--- config.mk ---
export PLATFORM = sky130hd
export DESIGN_NAME = common_stream_transmitter_flat
export DESIGN_NICKNAME = d
export VERILOG_FILES = /design/src/rtl/common_stream_transmitter_if.sv /design/src/rtl/common_stream_transmitter.sv /design/src/flat_wrapper.sv
export SDC_FILE = /design/constraint.sdc
export NUM_CORES = 1
export LEC_CHECK = 0
export BUFFER_PORTS_ARGS = -buffer_cell sky130_fd_sc_hd__buf_4
export CORE_MARGIN = 2
export CORE_UTILIZATION = 47
export DETAILED_ROUTE_END_ITERATION = 10
export GPL_TIMING_DRIVEN = 1
export PLACE_DENSITY = 0.75
export SETUP_SLACK_MARGIN = 0.1
export SLEW_MARGIN = 20
export SYNTH_ARGS = -nofsm -noshare
export SYNTH_HDL_FRONTEND = slang
export SYNTH_SLANG_ARGS = --single-unit
--- constraint.sdc ---
create_clock -name clk -period 6.5 [get_ports clk]
set_input_delay 1.95 -clock clk [delete_from_list [all_inputs] [get_ports clk]]
set_output_delay 1.95 -clock clk [all_outputs]
set_load 0.01 [all_outputs]
--- src/rtl/common_stream_transmitter_if.sv ---
// Stream transmitter bus: the push side (enqueue, status, flush) and the
// registered valid/ready output stream. The master modport is the
// transmitter's view; the slave modport is the view of whatever surrounds it.
interface common_stream_transmitter_if #(
    parameter int DATA_WIDTH = 32,
    parameter int DEPTH      = 4
);
    localparam int CNT_W = $clog2(DEPTH) + 1;

    logic [DATA_WIDTH-1:0] push_i_data;
    logic                  push_i_valid;
    logic                  push_o_full;
    logic [CNT_W-1:0]      push_o_count;
    logic                  push_o_overflow;
    logic                  flush_i;
    logic [DATA_WIDTH-1:0] next_o_data;
    logic                  next_o_valid;
    logic                  next_i_ready;

    modport master (
        input  push_i_data, push_i_valid, flush_i, next_i_ready,
        output push_o_full, push_o_count, push_o_overflow, next_o_data, next_o_valid
    );

    modport slave (
        output push_i_data, push_i_valid, flush_i, next_i_ready,
        input  push_o_full, push_o_count, push_o_overflow, next_o_data, next_o_valid
    );
endinterface

--- src/rtl/common_stream_transmitter.sv ---
// Stream transmitter: unthrottled push port into a small FIFO backing a
// registered output stage. Total capacity is the output register plus
// DEPTH-1 FIFO entries. Every output comes straight from a flop.
module common_stream_transmitter #(
    parameter int DATA_WIDTH = 32,
    parameter int DEPTH      = 4
) (
    input  logic                          clk,
    input  logic                          reset,
    common_stream_transmitter_if.master   bus
);
    localparam int CNT_W  = $clog2(DEPTH) + 1;
    localparam int FIFO_N = DEPTH - 1;
    localparam int PTR_W  = (FIFO_N > 1) ? $clog2(FIFO_N) : 1;

    typedef logic [DATA_WIDTH-1:0] word_t;

    word_t            mem [FIFO_N];
    logic [PTR_W-1:0] rd_ptr_q, rd_ptr_n;
    logic [PTR_W-1:0] wr_ptr_q, wr_ptr_n;
    logic             oreg_valid_q, oreg_valid_n;
    word_t            oreg_data_q, oreg_data_n;
    logic [CNT_W-1:0] count_q, count_n;
    logic [CNT_W-1:0] fifo_cnt;
    logic             full_q, full_n;
    logic             ovf_q, ovf_n;
    logic             pop, push, fifo_wr;

    // FIFO size need not be a power of two, so wrap explicitly.
    function automatic logic [PTR_W-1:0] ptr_inc(input logic [PTR_W-1:0] p);
        return (p == PTR_W'(FIFO_N - 1)) ? '0 : p + 1'b1;
    endfunction

    // FIFO occupancy is the total count minus the word held in the output register.
    assign fifo_cnt = count_q - CNT_W'(oreg_valid_q);
    assign pop      = oreg_valid_q & bus.next_i_ready;
    // Full is registered, so a push in a full cycle is rejected even if a pop frees a slot.
    assign push     = bus.push_i_valid & ~full_q;

    // Next-state: output register refill priority, FIFO pointers, occupancy and status.
    always_comb begin
        oreg_valid_n = oreg_valid_q;
        oreg_data_n  = oreg_data_q;
        rd_ptr_n     = rd_ptr_q;
        wr_ptr_n     = wr_ptr_q;
        fifo_wr      = 1'b0;
        count_n      = count_q;
        ovf_n        = ovf_q | (bus.push_i_valid & full_q & ~bus.flush_i);

        if (bus.flush_i) begin
            // A presented word that is not taken must stay put; everything else is dropped.
            oreg_valid_n = oreg_valid_q & ~pop;
            rd_ptr_n     = '0;
            wr_ptr_n     = '0;
            count_n      = CNT_W'(oreg_valid_n);
        end else begin
            if (!oreg_valid_q || pop) begin
                if (fifo_cnt != '0) begin
                    oreg_valid_n = 1'b1;
                    oreg_data_n  = mem[rd_ptr_q];
                    rd_ptr_n     = ptr_inc(rd_ptr_q);
                    fifo_wr      = push;
                end else if (push) begin
                    oreg_valid_n = 1'b1;
                    oreg_data_n  = bus.push_i_data;
                end else begin
                    // Data is left alone so next_o_data holds its last value.
                    oreg_valid_n = 1'b0;
                end
            end else begin
                fifo_wr = push;
            end
            if (fifo_wr) begin
                wr_ptr_n = ptr_inc(wr_ptr_q);
            end
            count_n = count_q + CNT_W'(push) - CNT_W'(pop);
        end

        full_n = (count_n == CNT_W'(DEPTH));
    end

    // Control and output-stage registers; reset dominates every input.
    always_ff @(posedge clk) begin
        if (reset) begin
            oreg_valid_q <= 1'b0;
            oreg_data_q  <= '0;
            rd_ptr_q     <= '0;
            wr_ptr_q     <= '0;
            count_q      <= '0;
            full_q       <= 1'b0;
            ovf_q        <= 1'b0;
        end else begin
            oreg_valid_q <= oreg_valid_n;
            oreg_data_q  <= oreg_data_n;
            rd_ptr_q     <= rd_ptr_n;
            wr_ptr_q     <= wr_ptr_n;
            count_q      <= count_n;
            full_q       <= full_n;
            ovf_q        <= ovf_n;
        end
    end

    // FIFO storage write; contents need no reset since occupancy gates every read.
    always_ff @(posedge clk) begin
        if (!reset && fifo_wr) begin
            mem[wr_ptr_q] <= bus.push_i_data;
        end
    end

    assign bus.next_o_valid    = oreg_valid_q;
    assign bus.next_o_data     = oreg_data_q;
    assign bus.push_o_count    = count_q;
    assign bus.push_o_full     = full_q;
    assign bus.push_o_overflow = ovf_q;
endmodule

--- src/flat_wrapper.sv ---
// flat-port wrapper written by rule: the top's interface ports become plain ports
module common_stream_transmitter_flat 
#(
    parameter int DATA_WIDTH = 32,
    parameter int DEPTH      = 4
)
  (clk, reset, bus_push_i_data, bus_push_i_valid, bus_flush_i, bus_next_i_ready, bus_push_o_full, bus_push_o_count, bus_push_o_overflow, bus_next_o_data, bus_next_o_valid);
  common_stream_transmitter_if #(.DATA_WIDTH(DATA_WIDTH), .DEPTH(DEPTH)) bus_i ();
  input  logic clk;
  input  logic reset;
  input wire logic [$bits(bus_i.push_i_data)-1:0] bus_push_i_data;
  input wire logic [$bits(bus_i.push_i_valid)-1:0] bus_push_i_valid;
  input wire logic [$bits(bus_i.flush_i)-1:0] bus_flush_i;
  input wire logic [$bits(bus_i.next_i_ready)-1:0] bus_next_i_ready;
  output wire logic [$bits(bus_i.push_o_full)-1:0] bus_push_o_full;
  output wire logic [$bits(bus_i.push_o_count)-1:0] bus_push_o_count;
  output wire logic [$bits(bus_i.push_o_overflow)-1:0] bus_push_o_overflow;
  output wire logic [$bits(bus_i.next_o_data)-1:0] bus_next_o_data;
  output wire logic [$bits(bus_i.next_o_valid)-1:0] bus_next_o_valid;
  assign bus_i.push_i_data = bus_push_i_data;
  assign bus_i.push_i_valid = bus_push_i_valid;
  assign bus_i.flush_i = bus_flush_i;
  assign bus_i.next_i_ready = bus_next_i_ready;
  assign bus_push_o_full = bus_i.push_o_full;
  assign bus_push_o_count = bus_i.push_o_count;
  assign bus_push_o_overflow = bus_i.push_o_overflow;
  assign bus_next_o_data = bus_i.next_o_data;
  assign bus_next_o_valid = bus_i.next_o_valid;
  common_stream_transmitter #(.DATA_WIDTH(DATA_WIDTH), .DEPTH(DEPTH)) u_core (.clk(clk), .reset(reset), .bus(bus_i));
endmodule
### Word level (Yosys, flattened, before mapping)

Memories as Yosys holds them, arrays and structs flattened. A register that Yosys moved wholly into a read port is not among the register bits.
Cells that the tools add are included.
W data, S select, Z words.

* memories: 1
* bits in writable memories: 96
* word-level logic and storage cells: 52
* input bits: 37
* output and inout bits: 38
* register bits after elaboration: 42

* equality and inequality tests: 3
* muxes and demuxes: 17
* bitwise logic cells: 9
* $add $sub $neg: 5
* reductions and logical operators: 10

Memory list
* u_core.mem: depth 3, width 32, rd ports 1, clocked after memory_dff 1, wr ports 1, RTL line common_stream_transmitter.sv:18 `word_t mem [FIFO_N];`

Operators with widths (number)
* $mux W32: 2
* $mux W1: 10
* $mux W2: 4
* $sub A3 B1 Y3: 2
* $and A1 B1 Y1: 5
* $add A2 B1 Y2 const B: 2
* $eq A2 B2 Y1 const B: 2
* $reduce_bool A2 Y1: 2
* $add A3 B1 Y3: 1
* $eq A3 B3 Y1 const B: 1
* $mux W3: 1
* $not A1 Y1: 3
* $reduce_and A3 Y1: 1
* $reduce_bool A3 Y1: 1
* $logic_not A1 Y1: 2
* $reduce_and A2 Y1: 1
* $reduce_or A2 Y1: 1
* $logic_and A1 B1 Y1: 1
* $logic_or A1 B1 Y1: 1
* $or A1 B1 Y1: 1

### Logic depth before layout (Yosys ltp)

Gate-level depths: netlist of run 1.

* depth after elaboration: 9
* depth in mapped cells: 10
* mapped depth without buffers: 10

### Least setup slack after synthesis of run 1

No wires, ideal clock.

* path kind: input-to-reg
* from: in bus_push_i_valid
* to: mem u_core.mem[2][0] in the netlist's numbering (enable)
* slack: 1.055 ns
* arrival time: 4.977 ns
* setup time: 0.468 ns
* buffers on the path: 0
* stages on the path: 4
* data required time: 6.032 ns
* path through: nand2b_1 a31o_2 nand2b_1 nor3b_1

* word-level cells in the longest chain between the ends: 8

Ends and longest elaborated chain
* start: declaration: RTL line flat_wrapper.sv:12 `input wire logic [$bits(bus_i.push_i_valid)-1:0] bus_push_i_valid;`
* $and A1 B1 Y1 (*): RTL line common_stream_transmitter.sv:38 `assign push = bus.push_i_valid & ~full_q;`
* $mux W1: RTL line common_stream_transmitter.sv:58 `if (fifo_cnt != '0) begin`
* $mux W1 (*): RTL line common_stream_transmitter.sv:57 `if (!oreg_valid_q || pop) begin`
* $mux W1 (*) (2 in a row): RTL line common_stream_transmitter.sv:50 `if (bus.flush_i) begin`
* $logic_and A1 B1 Y1 (*): RTL line common_stream_transmitter.sv:105 `if (!reset && fifo_wr) begin`
* $mux W1 (*): RTL line common_stream_transmitter.sv:105
* $mux W1 (not written as such) (*): RTL line common_stream_transmitter.sv:106 `mem[wr_ptr_q] <= bus.push_i_data;`
* end: declaration: RTL line common_stream_transmitter.sv:18

Every way passes the cells marked *; elsewhere a longest branch is shown, timed or not. The select of a mux whose other input is x is not followed.

### Worst setup path in the final report of run 1

* from: in bus_next_i_ready
* to: mem u_core.mem[0][21] in the netlist's numbering (enable)

* word-level cells in the longest chain between the ends: 8

Ends and longest elaborated chain
* start: declaration: RTL line flat_wrapper.sv:14 `input wire logic [$bits(bus_i.next_i_ready)-1:0] bus_next_i_ready;`
* $and A1 B1 Y1: RTL line common_stream_transmitter.sv:36 `assign pop = oreg_valid_q & bus.next_i_ready;`
* $logic_or A1 B1 Y1: RTL line common_stream_transmitter.sv:57
* $mux W1: RTL line common_stream_transmitter.sv:57
* $mux W1 (2 in a row): RTL line common_stream_transmitter.sv:50
* $logic_and A1 B1 Y1: RTL line common_stream_transmitter.sv:105
* $mux W1: RTL line common_stream_transmitter.sv:105
* $mux W1 (not written as such): RTL line common_stream_transmitter.sv:106

No other way between the ends. The select of a mux whose other input is x is not followed.

==> results of run 1 <==
[registers in the layout (all words and copies together), names as in the netlist, named ones only]
signal	flops
u_core.rd_ptr_q	2
u_core.mem	96
u_core.bus.next_o_data	32
u_core.wr_ptr_q	2
u_core.bus.push_o_full	1
u_core.bus.push_o_overflow	1
u_core.bus.push_o_count	3
u_core.bus.next_o_valid	1
[cell usage after synthesis (4+ instances only)]
library cell / n / share of area [%]
o211ai_1: 32 / 4.4
buf_2: 4 / 0.36
dfxtp_1: 44 / 16
nand2_1: 33 / 2.3
nor2_1: 39 / 2.7
inv_1: 5 / 0.34
edfxtp_1: 96 / 52
o21ai_0: 32 / 2.9
clkbuf_1: 19 / 1.3
o21ai_1: 4 / 0.36
nand2b_1: 4 / 0.45
a311oi_1: 30 / 4.8
mux2i_1: 33 / 6.0
[per-layer routing]
metal / global-route usage, % / wire length (µm) / vias to the layer above
met3: 4.212 / 707 / 19
met1: 24.06 / 4919 / 1736
li1: - / - / 1713
met4: 7.154 / 187 / 0
met5: 0 / 0 / -
met2: 30.52 / 5630 / 130
[metrics by stage]
step / std cells / utilization, %
finish: 636 / 58.76
global route: 636 / 58.76
CTS: 636 / 58.74
detailed placement: 604 / 53.94
global placement: 604 / 53.94
floorplan: 412 / -
[area by class of cell]
cell class,count,area (µm²),share of cell area [%]
inverters,6,22.52,0.3357
clock buffers,21,450.4,6.714
flip-flops and latches,140,3765,56.12
clock inverters,11,97.59,1.455
multi-input cells,236,1602,23.87
repair buffers,79,593.1,8.840
well taps,143,178.9,2.667
[how the worst min path moves through the flow]
stage / cells after the start / slack, ns / startpoint / to
2_1_floorplan: 2 / 0.47 / u_core.rd_ptr_q[0]$_SDFFE_PP0P_ / flip-flop
3_3_place_gp: 2 / 0.46 / u_core.bus.push_o_overflow$_SDFF_PP0_ / u_core.bus.push_o_overflow$_SDFF_PP0_
3_5_place_dp: 2 / 0.47 / u_core.bus.push_o_overflow$_SDFF_PP0_ / u_core.bus.push_o_overflow$_SDFF_PP0_
4_1_cts: 2 / 0.49 / u_core.bus.push_o_overflow$_SDFF_PP0_ / u_core.bus.push_o_overflow$_SDFF_PP0_
5_1_grt: 2 / 0.53 / u_core.bus.push_o_overflow$_SDFF_PP0_ / u_core.bus.push_o_overflow$_SDFF_PP0_
6_report: 2 / 0.49 / u_core.bus.push_o_overflow$_SDFF_PP0_ / u_core.bus.push_o_overflow$_SDFF_PP0_
[kinds of logic (layout without fill, tap and decap cells)]
| group | Yosys count | after routing |
|---|---|---|
| XOR/XNOR | 2 | 2 |
| buffers and inverters | 36 | 117 |
| AO/OA/AOI/OAI | 107 | 107 |
| flip-flops | 140 | 140 |
| adder cells (fa/ha/maj) | 4 | 4 |
| AND/OR/NAND/NOR | 90 | 90 |
| multiplexers | 33 | 33 |
[worst reg2reg max path, stage by stage (launching register included)]
cell      delay [ns]
dfxtp_1         0.33
inv_1           0.06
ha_1            0.26
nor2b_1         0.18
a31o_2          0.27
nand2b_1        0.26
nor3_2          0.69
buf_4           0.45
[power by group through the flow]
stage	Sequential, W	Clock, W	Combinational, W
after floorplan	0.00105	0	0.000199
after global placement	0.00105	0	0.000316
after detailed placement	0.00105	0	0.000325
after CTS	0.00103	0.000891	0.000327
after global routing	0.00104	0.000930	0.000359
final	0.00103	0.000884	0.000324
[placed cells by master, fill, tap and decap left out, drive strengths merged, types with 2 or more instances in the layout]
master,synthesis,final
nor2,39,39
ha,3,3
buf,8,79
a311oi,33,33
nor3,2,2
clkinv,0,6
clkinvlp,0,4
o21ai,36,36
edfxtp,96,96
o211ai,32,32
a21oi,3,3
clkbuf,22,21
nand2,33,33
mux2i,33,33
nand3,2,2
dfxtp,44,44
nand2b,4,4
inv,6,6
nor2b,2,2
and2,3,3
==> summary.md, run 1 <==
| Metric | Value |
|---|---|
| Row cnt | 39 |
| Worst Path Arrival | 3.88 ns |
| Multiplexer area fraction after synthesis | 6.000% |
| Post-CTS Hold Buffers | 0 |
| CTS H-Tree Depth | 4 |
| Startpoint Class | input pin |
| # IOs | 75 |
| Hold WS | 0.4868 ns |
| Vias in the first global route | 3486 |
| Period minus WS final | 3.802 ns |
| Total power | 0.002239 W |
| Synth Cell Area | 5505 µm² |
| Switching share of power | 25.41% |
| Largest stage delay, worst path | 0.69 ns |
| Post-synthesis net count | 453 |
| Max Slew Vio Count | 0 |
| # Post-CTS Setup Buffers | 0 |
| XOR/XNOR Fraction of Synth Area | 0.4545% |
| HPWL after DPL | 6704 µm |
| Detailed-router iteration count before antenna repair | 5 |
| Post-CTS Resized | 0 |
| Setup violations, final | 0 |
| RePlAce Congestion | 0.7597 |
| Tot GR Track Use | 18.52% |
| Largest net degree at the start of global routing | 65 |
| CP top delay family | simple AND/OR/NAND/NOR gates |
| Critical path depth in cells | 6 |
| Outcome | completed |
| Prevailing post-synth register cell | edfxtp_1 |
| Routed WL per cell | 17.99 µm |
| Die span in y | 112.2 µm |
| WL final | 11440 µm |
| Syn Inst Count | 412 |
| Setup ws final | 2.698 ns |
| First-pass GRT wire length | 17990 µm |
| DRC | 0 |
| Share of power burned in registers | 46.1% |
| Longest Clk Path Bufs | 2 |
| TritonCTS Buffers | 17 |
| Peak supply drop | 160.6 µV |
| WS Path Type | input pin to flip-flop |
| Post-synth EDFFs | 96 |
| Switch Pwr | 0.0005691 W |
| Yosys reg bits | 140 |
| Setup slack, reg-to-reg | 3.66 ns |
| R2r startpoint | u_core.bus.push_o_count[0]$_SDFF_PP0_ |
| DRT iter0 DRCs | 182 |
| Avg Cell Area, Syn | 13.36 µm² |
| Vias per inst | 5.657 |
| Adder-cell area share of the yosys netlist | 1.045% |
| Nets | 521 |
| Clk root buf | clkbuf_16 |
| Comb pwr share | 14.5% |
| Initial Utilization | 48.21% |
| Worst Skew | 0.009299 ns |
| Ant. Diodes | 0 |
| Placed inst area | 6160 µm² |
| Relative slew slack | 27.59% |
| Core Area | 11420 µm² |
| Die W | 112.2 µm |
| Leakage | 2.392 nW |
| Worst setup path endpoint | u_core.mem[0][21]$_DFFE_PP_ |
| CP Launch Point | bus_next_i_ready |
| Clock tree from TritonCTS | built |
| Final hold violations | 0 |
| RSZ-0062 raised after global routing | false |
| Reg clk slew, reported paths | 0.06 ns |
| Area grow syn2layout | 21.86% |
| Die area | 12600 µm² |
| Max Clock Freq | 263.0 MHz |
| Reg-to-reg critical path endpoint | u_core.mem[0][21]$_DFFE_PP_ |
| Filler cells | 923 |
| Worst slew pin tran | 1.086 ns |
| Sink Count | 140 |
| Final Cell Area | 6709 µm² |
| Max_cap viols | 0 |
| CP Max Fanout | 22 |
| Syn. warnings | 0 |
| Via count | 3598 |
| TNS Setup | 0 ns |
| Netlist cell types | 36 |
| Reg2Reg Depth | 7 |
| Worst path cell trace | buf_4, nand2b_1, a31o_2, nand2b_1, nor3_2, buf_4 |
| Largest family of logic cells by synthesized area | compound AO/OA/AOI/OAI gates |
| Routed Antenna Nets | 0 |
| Cell with the largest stage delay on the worst path | nor3_2 |
| Crit path buf inv count | 2 |
| Post-synthesis simple-gate area fraction | 7.000% |
| Crit path required time | 6.58 ns |
| Int Power | 0.001670 W |
| Port Buf Inserts | 74 |
| Synth Area in Compound Gates | 14.11% |
| Layout cells sized above 1 | 24.54% |
| Initial antenna violation count | 0 |
| Clk Latency, worst-skew pair | 0.41 ns |
| Hold Path Class | flip-flop to flip-flop |
| Grt total ovfl | 0 |
| Register area share after synthesis | 68.36% |
| P per Cell Area | 333.8 nW/µm² |
| Final period utilization | 58.50% |
| Dpl ws | 2.288 ns |
| Ys async rst share | 0% |
| CP Capture Type | flip-flop |
| Clock power share | 39.5% |
Note: power is estimated with default switching activity, not from simulation.
==> run 2, diff against run 1 <==
--- a/config.mk
+++ b/config.mk
@@ -5,12 +5,13 @@
 export SDC_FILE = /design/constraint.sdc
 export NUM_CORES = 1
 export LEC_CHECK = 0
+export ABC_AREA = 1
 export BUFFER_PORTS_ARGS = -buffer_cell sky130_fd_sc_hd__buf_4
 export CORE_MARGIN = 2
 export CORE_UTILIZATION = 47
 export DETAILED_ROUTE_END_ITERATION = 10
 export GPL_TIMING_DRIVEN = 1
-export PLACE_DENSITY = 0.75
+export PLACE_DENSITY = 0.77
 export SETUP_SLACK_MARGIN = 0.1
 export SLEW_MARGIN = 20
 export SYNTH_ARGS = -nofsm -noshare
==> constraint.sdc (replaced) <==
create_clock -name clk -period 3.4 [get_ports clk]
set_input_delay 1.02 -clock clk [delete_from_list [all_inputs] [get_ports clk]]
set_output_delay 1.02 -clock clk [all_outputs]
set_load 0.01 [all_outputs]
==> run 2 against run 1 <==
- count of clock-buffer cells in the layout fell by 2
- sequential power rose by 88%
- clock power rose by 88%
- clock skew fell by 0.0014 ns
- design area rose by 7.5%
- sequential cell count did not move
- area after synthesis rose by 8.2%
- worst setup slack got worse by 1.6 ns
- global-route usage rose by 1.3 points
- largest cell class unchanged
==> summary.md, run 2 <==
| Metric | Value |
|---|---|
| TNS Setup | 0 ns (unchanged) |
| Hold WS | 0.4842 ns (-0.002565 ns) |
| WL final | 12830 µm (+12%) |
| Die area | 13590 µm² (+7.9%) |
| Worst slew pin tran | 1.077 ns (-0.008961 ns) |
| Initial antenna violation count | 0 (unchanged) |
| Max Clock Freq | 441.7 MHz |
| Clock power share | 38.6% (-0.9 points) |
| Sink Count | 140 (unchanged) |
| Routed WL per cell | 14.58 µm (-19%) |
| Comb pwr share | 16.4% (+1.9 points) |
| CP Capture Type | flip-flop |
| Post-synth EDFFs | 96 (unchanged) |
| Port Buf Inserts | 74 (unchanged) |
| Reg clk slew, reported paths | 0.06 ns (about the same) |
| Final period utilization | 66.59% |
| # IOs | 75 (unchanged) |
| Largest net degree at the start of global routing | 65 (unchanged) |
| Most frequent cell after synthesis | nand2_1 |
| P per Cell Area | 598.1 nW/µm² (+79%) |
| Reg2Reg Depth | 10 (+3) |
| Biggest area consumer among synthesized cells | edfxtp_1 |
| Top sig layer | met4 |
| Via count | 4342 (+21%) |
| CTS H-Tree Depth | 4 (unchanged) |
| Synth Cell Area | 5956 µm² (+8.2%) |
| Commonest non-fill, non-tap cell in the layout | nand2_1 |
| DRC | 0 (unchanged) |
| DRT met1 WL | 5442 µm (+11%) |
| Die span in y | 116.6 µm (+3.9%) |
| Layout cells sized above 1 | 21.47% (-3.1 points) |
| RePlAce Congestion | 0.8127 (+7.0%) |
| RSZ-0062 raised after global routing | false |
| Ys async rst share | 0% (unchanged) |
| Max_cap viols | 0 (unchanged) |
| Startpoint Class | input pin |
| TritonCTS Buffers | 17 (unchanged) |
| Worst hold path cell count | 2 (unchanged) |
| Filler cells | 1110 (+20%) |
| Clock tree from TritonCTS | built |
| Detailed-router iteration count before antenna repair | 4 (-1) |
| Syn. warnings | 0 (unchanged) |
| Prevailing post-synth register cell | edfxtp_1 |
| Crit path required time | 3.46 ns (-3.12 ns) |
| Tot GR Track Use | 19.80% (+1.3 points) |
| Met3 WL | 720 µm (+1.8%) |
| Largest stage delay, worst path | 0.41 ns (-0.28 ns) |
| Max Slew Vio Count | 0 (unchanged) |
| Vias in the first global route | 4286 (+23%) |
| Final hold violations | 0 (unchanged) |
| Setup violations, final | 0 (unchanged) |
| Register area share after synthesis | 63.19% (-5.2 points) |
| Most frequent cells in the layout | nand2_1, edfxtp_1, buf_4 |
| # Post-CTS Setup Buffers | 0 (unchanged) |
| Period minus WS final | 2.264 ns |
| Worst Skew | 0.007900 ns (-0.001399 ns) |
| Post-CTS Hold Buffers | 0 (unchanged) |
| Crit path buf inv count | 3 (+1) |
| First-pass GRT wire length | 20420 µm (+14%) |
| Worst Path Arrival | 2.32 ns (-1.56 ns) |
| DRT iter0 DRCs | 253 (+39%) |
| Ant. Diodes | 0 (unchanged) |
| Routed Antenna Nets | 0 (unchanged) |
| Placed Cells | 848 (+40%) |
| WS Path Type | input pin to flip-flop |
| Leakage | 3.120 nW (+30%) |
| Row cnt | 41 (+5.1%) |
| Ranking of synthesized cells by area | edfxtp_1, dfxtp_1, nand2_1, nand3_1, nor2_1 |
| Initial Utilization | 47.58% (-0.63 points) |
| Critical path depth in cells | 7 (+1) |
| Nets | 736 (+41%) |
| Post-synth top area share | 48.40% (-4.0 points) |
| Non-filler cells, final | 880 (+38%) |
| Relative slew slack | 28.11% (+0.52 points) |
| Post-synthesis net count | 667 (+47%) |
| Netlist cell types | 27 (-25%) |
| CP Max Fanout | 32 (+45%) |
| Hold Path Class | flip-flop to flip-flop |
| Clk Latency, worst-skew pair | 0.42 ns (about the same) |
| Avg Cell Area, Syn | 9.514 µm² (-29%) |
| Area grow syn2layout | 21.05% |
| Switch Pwr | 0.001189 W (+110%) |
| Clk root buf | clkbuf_16 |
| CP top delay family | buffers and inverters |
| Die W | 116.6 µm (+3.9%) |
| Worst path cell trace | buf_4, nor2_1, inv_1, nor2_1, nand2_1, nor2_4, buf_4 |
| Grt total ovfl | 0 (unchanged) |
| Peak supply drop | 277.6 µV (+73%) |
| Outcome | completed |
| Share of power burned in registers | 45.0% (-1.1 points) |
| Int Power | 0.003123 W (+87%) |
| HPWL after DPL | 7807 µm (+16%) |
| Vias per inst | 4.934 (-13%) |
| Syn Inst Count | 626 (+52%) |
| Most flops, register | u_core.mem |
| Yosys reg bits | 140 (unchanged) |
| Longest Clk Path Bufs | 2 (unchanged) |
| Wire length on met2 | 6329 µm (+12%) |
| Core Area | 12520 µm² (+9.6%) |
| Cell with the largest stage delay on the worst path | buf_4 |
| Commonest cells in the synthesized netlist | nand2_1, edfxtp_1, nor2_1 |
| Max FFs per register | 96 (unchanged) |
| Post-CTS Resized | 0 (unchanged) |
| Switching share of power | 27.57% (+2.2 points) |
[run 2: changes by cell type in the layout (fill, tap and decap cells not counted), sizes merged, moves of 33 or more]
cell	delta
o21ai	-34
mux2i	-33
inv	+52
nand2	+139
nand4	+33
nand3	+67
a311oi	-33
nor2	+38
[run 2: worst register-to-register path, stage by stage (launching register included)]
cell	delay, ns
dfxtp_1	0.32
inv_1	0.06
ha_1	0.26
inv_1	0.06
nor2_4	0.34
nand3_2	0.12
o21ai_1	0.23
nor2_1	0.10
nand2_1	0.11
nor2_4	0.03
buf_4	0.27
[run 2: metrics by stage]
stage / worst slack [ns] / power (W) / util, % / instance area (µm²)
6_report: 1.136 / 0.004312 / 57.60 / 7209
5_1_grt: 0.9966 / 0.004499 / 57.60 / 7209
4_1_cts: 1.148 / 0.004334 / 57.60 / 7209
3_5_place_dp: 0.7142 / 0.002682 / 53.31 / 6673
3_3_place_gp: 0.8040 / 0.002659 / 53.31 / 6673
2_1_floorplan: 0.6152 / 0.002418 / - / 5958
[run 2: logic make-up (layout without fill, tap and decap cells)]
kind of cell / after synthesis / count (layout) / share of synthesized area, %
buf+inv: 88 / 170 / 5.903
flops: 140 / 140 / 63.19
compound gates: 8 / 8 / 0.7561
simple gates: 384 / 384 / 28.89
xor+xnor: 2 / 2 / 0.2942
fa+ha+maj: 4 / 4 / 0.9665
[run 2: final cells by class]
type	count	area, µm²	share of cell area, %
Sequential cell	140	3764	52.20
Multi-Input combinational cell	398	1848	25.63
Timing Repair Buffer	84	643.1	8.921
Clock buffer	19	442.9	6.144
Tap cell	172	215.2	2.985
Inverter	54	202.7	2.812
Clock inverter	13	93.84	1.302
[run 2: metal layers]
| metal | track usage, % | vias to the layer above |
|---|---|---|
| li1 | - | 2194 |
| met1 | 24.10 | 1998 |
| met2 | 33.84 | 123 |
| met3 | 4.826 | 27 |
| met4 | 8.314 | 0 |
| met5 | 0 | - |
[run 2: worst paths after layout]
kind | startpoint | end | slack [ns]
max | reset | u_core.mem[2][27]$_DFFE_PP_ | 1.14
min reg2reg | u_core.bus.push_o_overflow$_SDFF_PP0_ | u_core.bus.push_o_overflow$_SDFF_PP0_ | 0.48
min | u_core.bus.push_o_overflow$_SDFF_PP0_ | u_core.bus.push_o_overflow$_SDFF_PP0_ | 0.48
max reg2reg | u_core.bus.push_o_count[0]$_SDFF_PP0_ | u_core.mem[2][27]$_DFFE_PP_ | 1.19
[run 2: power by group through the flow]
stage / clock (W) / combinational (W) / sequential (W)
floorplan: 0 / 0.000419 / 0.00200
global placement: 0 / 0.000687 / 0.00197
detailed placement: 0 / 0.000706 / 0.00198
CTS: 0.00168 / 0.000712 / 0.00194
global route: 0.00175 / 0.000802 / 0.00195
finish: 0.00166 / 0.000707 / 0.00194
==> run 3, diff against run 2 <==
==> constraint.sdc (replaced) <==
create_clock -name clk -period 2 [get_ports clk]
set_input_delay 0.6 -clock clk [delete_from_list [all_inputs] [get_ports clk]]
set_output_delay 0.6 -clock clk [all_outputs]
set_load 0.01 [all_outputs]
==> run 3 against run 2 <==
- design area grew 4.1%
- sequential cell count unchanged
- final cell count is 1.6% higher
- sequential share of layout area shrank 2.0 points
- first-iteration DRC count up 37%
- critical path type is now flip-flop to flip-flop
- highest routed layer unchanged
- combinational power rose by 84%
- largest cell class unchanged
==> summary.md, run 3 (same netlist as run 2, synthesis figures left out) <==
| Metric | Value |
|---|---|
| Row cnt | 41 (unchanged) |
| CP Launch Point | u_core.bus.push_o_count[0]$_SDFF_PP0_ |
| P per Cell Area | 996.5 nW/µm² (+67%) |
| Final Util | 59.94% (+2.3 points) |
| Die span in y | 116.6 µm (unchanged) |
| Startpoint Class | flip-flop |
| Nets | 750 (+1.9%) |
| Reg2Reg Depth | 10 (unchanged) |
| WS Path Type | flip-flop to flip-flop |
| Worst path cell trace | inv_2, ha_4, inv_2, nor2_4, nand3_4, o21ai_4, nor2_4, nand2_2, clkinvlp_4, buf_12 |
| Die W | 116.6 µm (unchanged) |
| Setup violations, final | 0 (unchanged) |
| Share of power burned in registers | 44.2% (-0.8 points) |
| Initial Utilization | 47.58% (unchanged) |
| Detailed-router iteration count before antenna repair | 5 (+1) |
| TritonCTS Buffers | 17 (unchanged) |
| CTS H-Tree Depth | 4 (unchanged) |
| CP top delay family | buffers and inverters |
| Clock power share | 38.5% (about the same) |
| Hold Path Class | input pin to flip-flop |
| Switch Pwr | 0.002022 W (+70%) |
| Total power | 0.007476 W (+73%) |
| CP Max Fanout | 18 (-44%) |
| Initial antenna violation count | 0 (unchanged) |
| Final hold violations | 0 (unchanged) |
| First-pass GRT wire length | 21470 µm (+5.1%) |
| Area grow syn2layout | 25.97% |
| Max Slew Vio Count | 0 (unchanged) |
| Via count | 4495 (+3.5%) |
| Critical path depth in cells | 10 (+3) |
| Clk Latency, worst-skew pair | 0.43 ns (about the same) |
| Outcome | completed |
| Hold WS | 0.3664 ns (-0.1178 ns) |
| Largest stage delay, worst path | 0.33 ns (-0.08 ns) |
| Clock tree from TritonCTS | built |
| Relative slew slack | 74.60% (+46 points) |
| Worst Path Arrival | 2.02 ns (-0.30 ns) |
| Grt total ovfl | 0 (unchanged) |
| RSZ-0062 raised after global routing | true |
| Crit path buf inv count | 4 (+1) |
| Max_cap viols | 0 (unchanged) |
| Worst Skew | 0.02338 ns (+0.01548 ns) |
| Max FFs per register | 96 (unchanged) |
| Clk root buf | clkbuf_16 |
| Period minus WS final | 1.852 ns |
| TNS Setup | 0 ns (unchanged) |
| Die area | 13590 µm² (unchanged) |
| HPWL after DPL | 8131 µm (+4.1%) |
| Commonest non-fill, non-tap cell in the layout | nand2_1 |
| Cell with the largest stage delay on the worst path | dfxtp_2 |
| Most frequent cells in the layout | nand2_1, edfxtp_1, buf_4 |
| RePlAce Congestion | 0.8291 (+2.0%) |
| Sink Count | 140 (unchanged) |
| Routed Antenna Nets | 0 (unchanged) |
| Leakage | 3.195 nW (+2.4%) |
| CP Capture Type | flip-flop |
| DRC | 0 (unchanged) |
| Peak supply drop | 617.3 µV (+120%) |
| Worst hold path cell count | 2 (unchanged) |
| Most flops, register | u_core.mem |
| Worst slew pin tran | 0.3810 ns (-0.6962 ns) |
| Crit path required time | 2.17 ns (-1.29 ns) |
| Layout cells sized above 1 | 24.93% (+3.5 points) |
| Dpl ws | -0.2191 ns (-0.9333 ns) |
| Setup ws final | 0.1485 ns (-0.9876 ns) |
| Int Power | 0.005454 W (+75%) |
| Vias in the first global route | 4448 (+3.8%) |
| Post-CTS Hold Buffers | 0 (unchanged) |
| Longest Clk Path Bufs | 2 (unchanged) |
| Tot GR Track Use | 20.93% (+1.1 points) |
| Ant. Diodes | 0 (unchanged) |
| Core Area | 12520 µm² (unchanged) |
| Routed WL per cell | 15.10 µm (+3.6%) |
| Max Clock Freq | 540.1 MHz |
| WL final | 13500 µm (+5.2%) |
| Largest net degree at the start of global routing | 65 (unchanged) |
| Switching share of power | 27.05% (-0.52 points) |
| Port Buf Inserts | 74 (unchanged) |
| Vias per inst | 5.028 (+1.9%) |
| R2r startpoint | u_core.bus.push_o_count[0]$_SDFF_PP0_ |
| DRT iter0 DRCs | 347 (+37%) |
| # IOs | 75 (unchanged) |
| Comb pwr share | 17.4% (+1.0 points) |
| Reg clk slew, reported paths | 0.06 ns (about the same) |
| Hold wc startpoint | reset |
| Final period utilization | 92.58% |
-- run 3: cell count changes in the layout (fill, tap and decap cells not counted), sizes merged --
cell / delta
buf: +14
inv: -5
clkinvlp: +4
clkbuf: +2
clkinv: -2
bufinv: +1
-- run 3: power by group through the flow --
| stage | clock network (W) | logic, W | registers, W |
|---|---|---|---|
| 3_5_place_dp | 0 | 0.00126 | 0.00336 |
| 4_1_cts | 0.00291 | 0.00128 | 0.00330 |
| 5_1_grt | 0.00304 | 0.00146 | 0.00331 |
| 6_report | 0.00288 | 0.00130 | 0.00330 |
| 2_1_floorplan | 0 | 0.000734 | 0.00340 |
| 3_3_place_gp | 0 | 0.00122 | 0.00335 |
-- run 3: layout make-up --
type | count | area, µm²
Clock inverter | 11 | 96.34
Timing Repair Buffer | 98 | 852.1
Sequential cell | 140 | 3769
Multi-Input combinational cell | 398 | 1917
Inverter | 54 | 212.7
Tap cell | 172 | 215.2
Fill cell | 1051 | 5015
Clock buffer | 21 | 440.4
-- run 3: final timing paths --
kind	slack [ns]	endpoint
worst min-delay path	0.37	u_core.bus.next_o_valid$_SDFFE_PP0P_
worst min register to register	0.51	flip-flop
worst max register to register	0.15	u_core.mem[0][25]$_DFFE_PP_
worst max-delay path	0.15	u_core.mem[0][25]$_DFFE_PP_
-- run 3: timing repair --
action / CTS / global route
buffers inserted: 0 / 2
pin swaps: 0 / 5
endpoints found under the setup margin: 4 / 109
gates resized for setup: 1 / 9
-- run 3: through the flow --
step	std cells	cell area, µm²
CTS	892	7445
floorplan	626	6017
finish	894	7502
detailed placement	860	6904
global route	894	7502
global placement	860	6904
-- run 3: layer usage --
layer	track usage, %	vias to the layer above	share of wire [%]
met3	6.020	19	5.4
li1	-	2223	-
met1	24.10	2120	41
met5	0	-	0
met4	8.314	0	1.7
met2	36.90	133	52
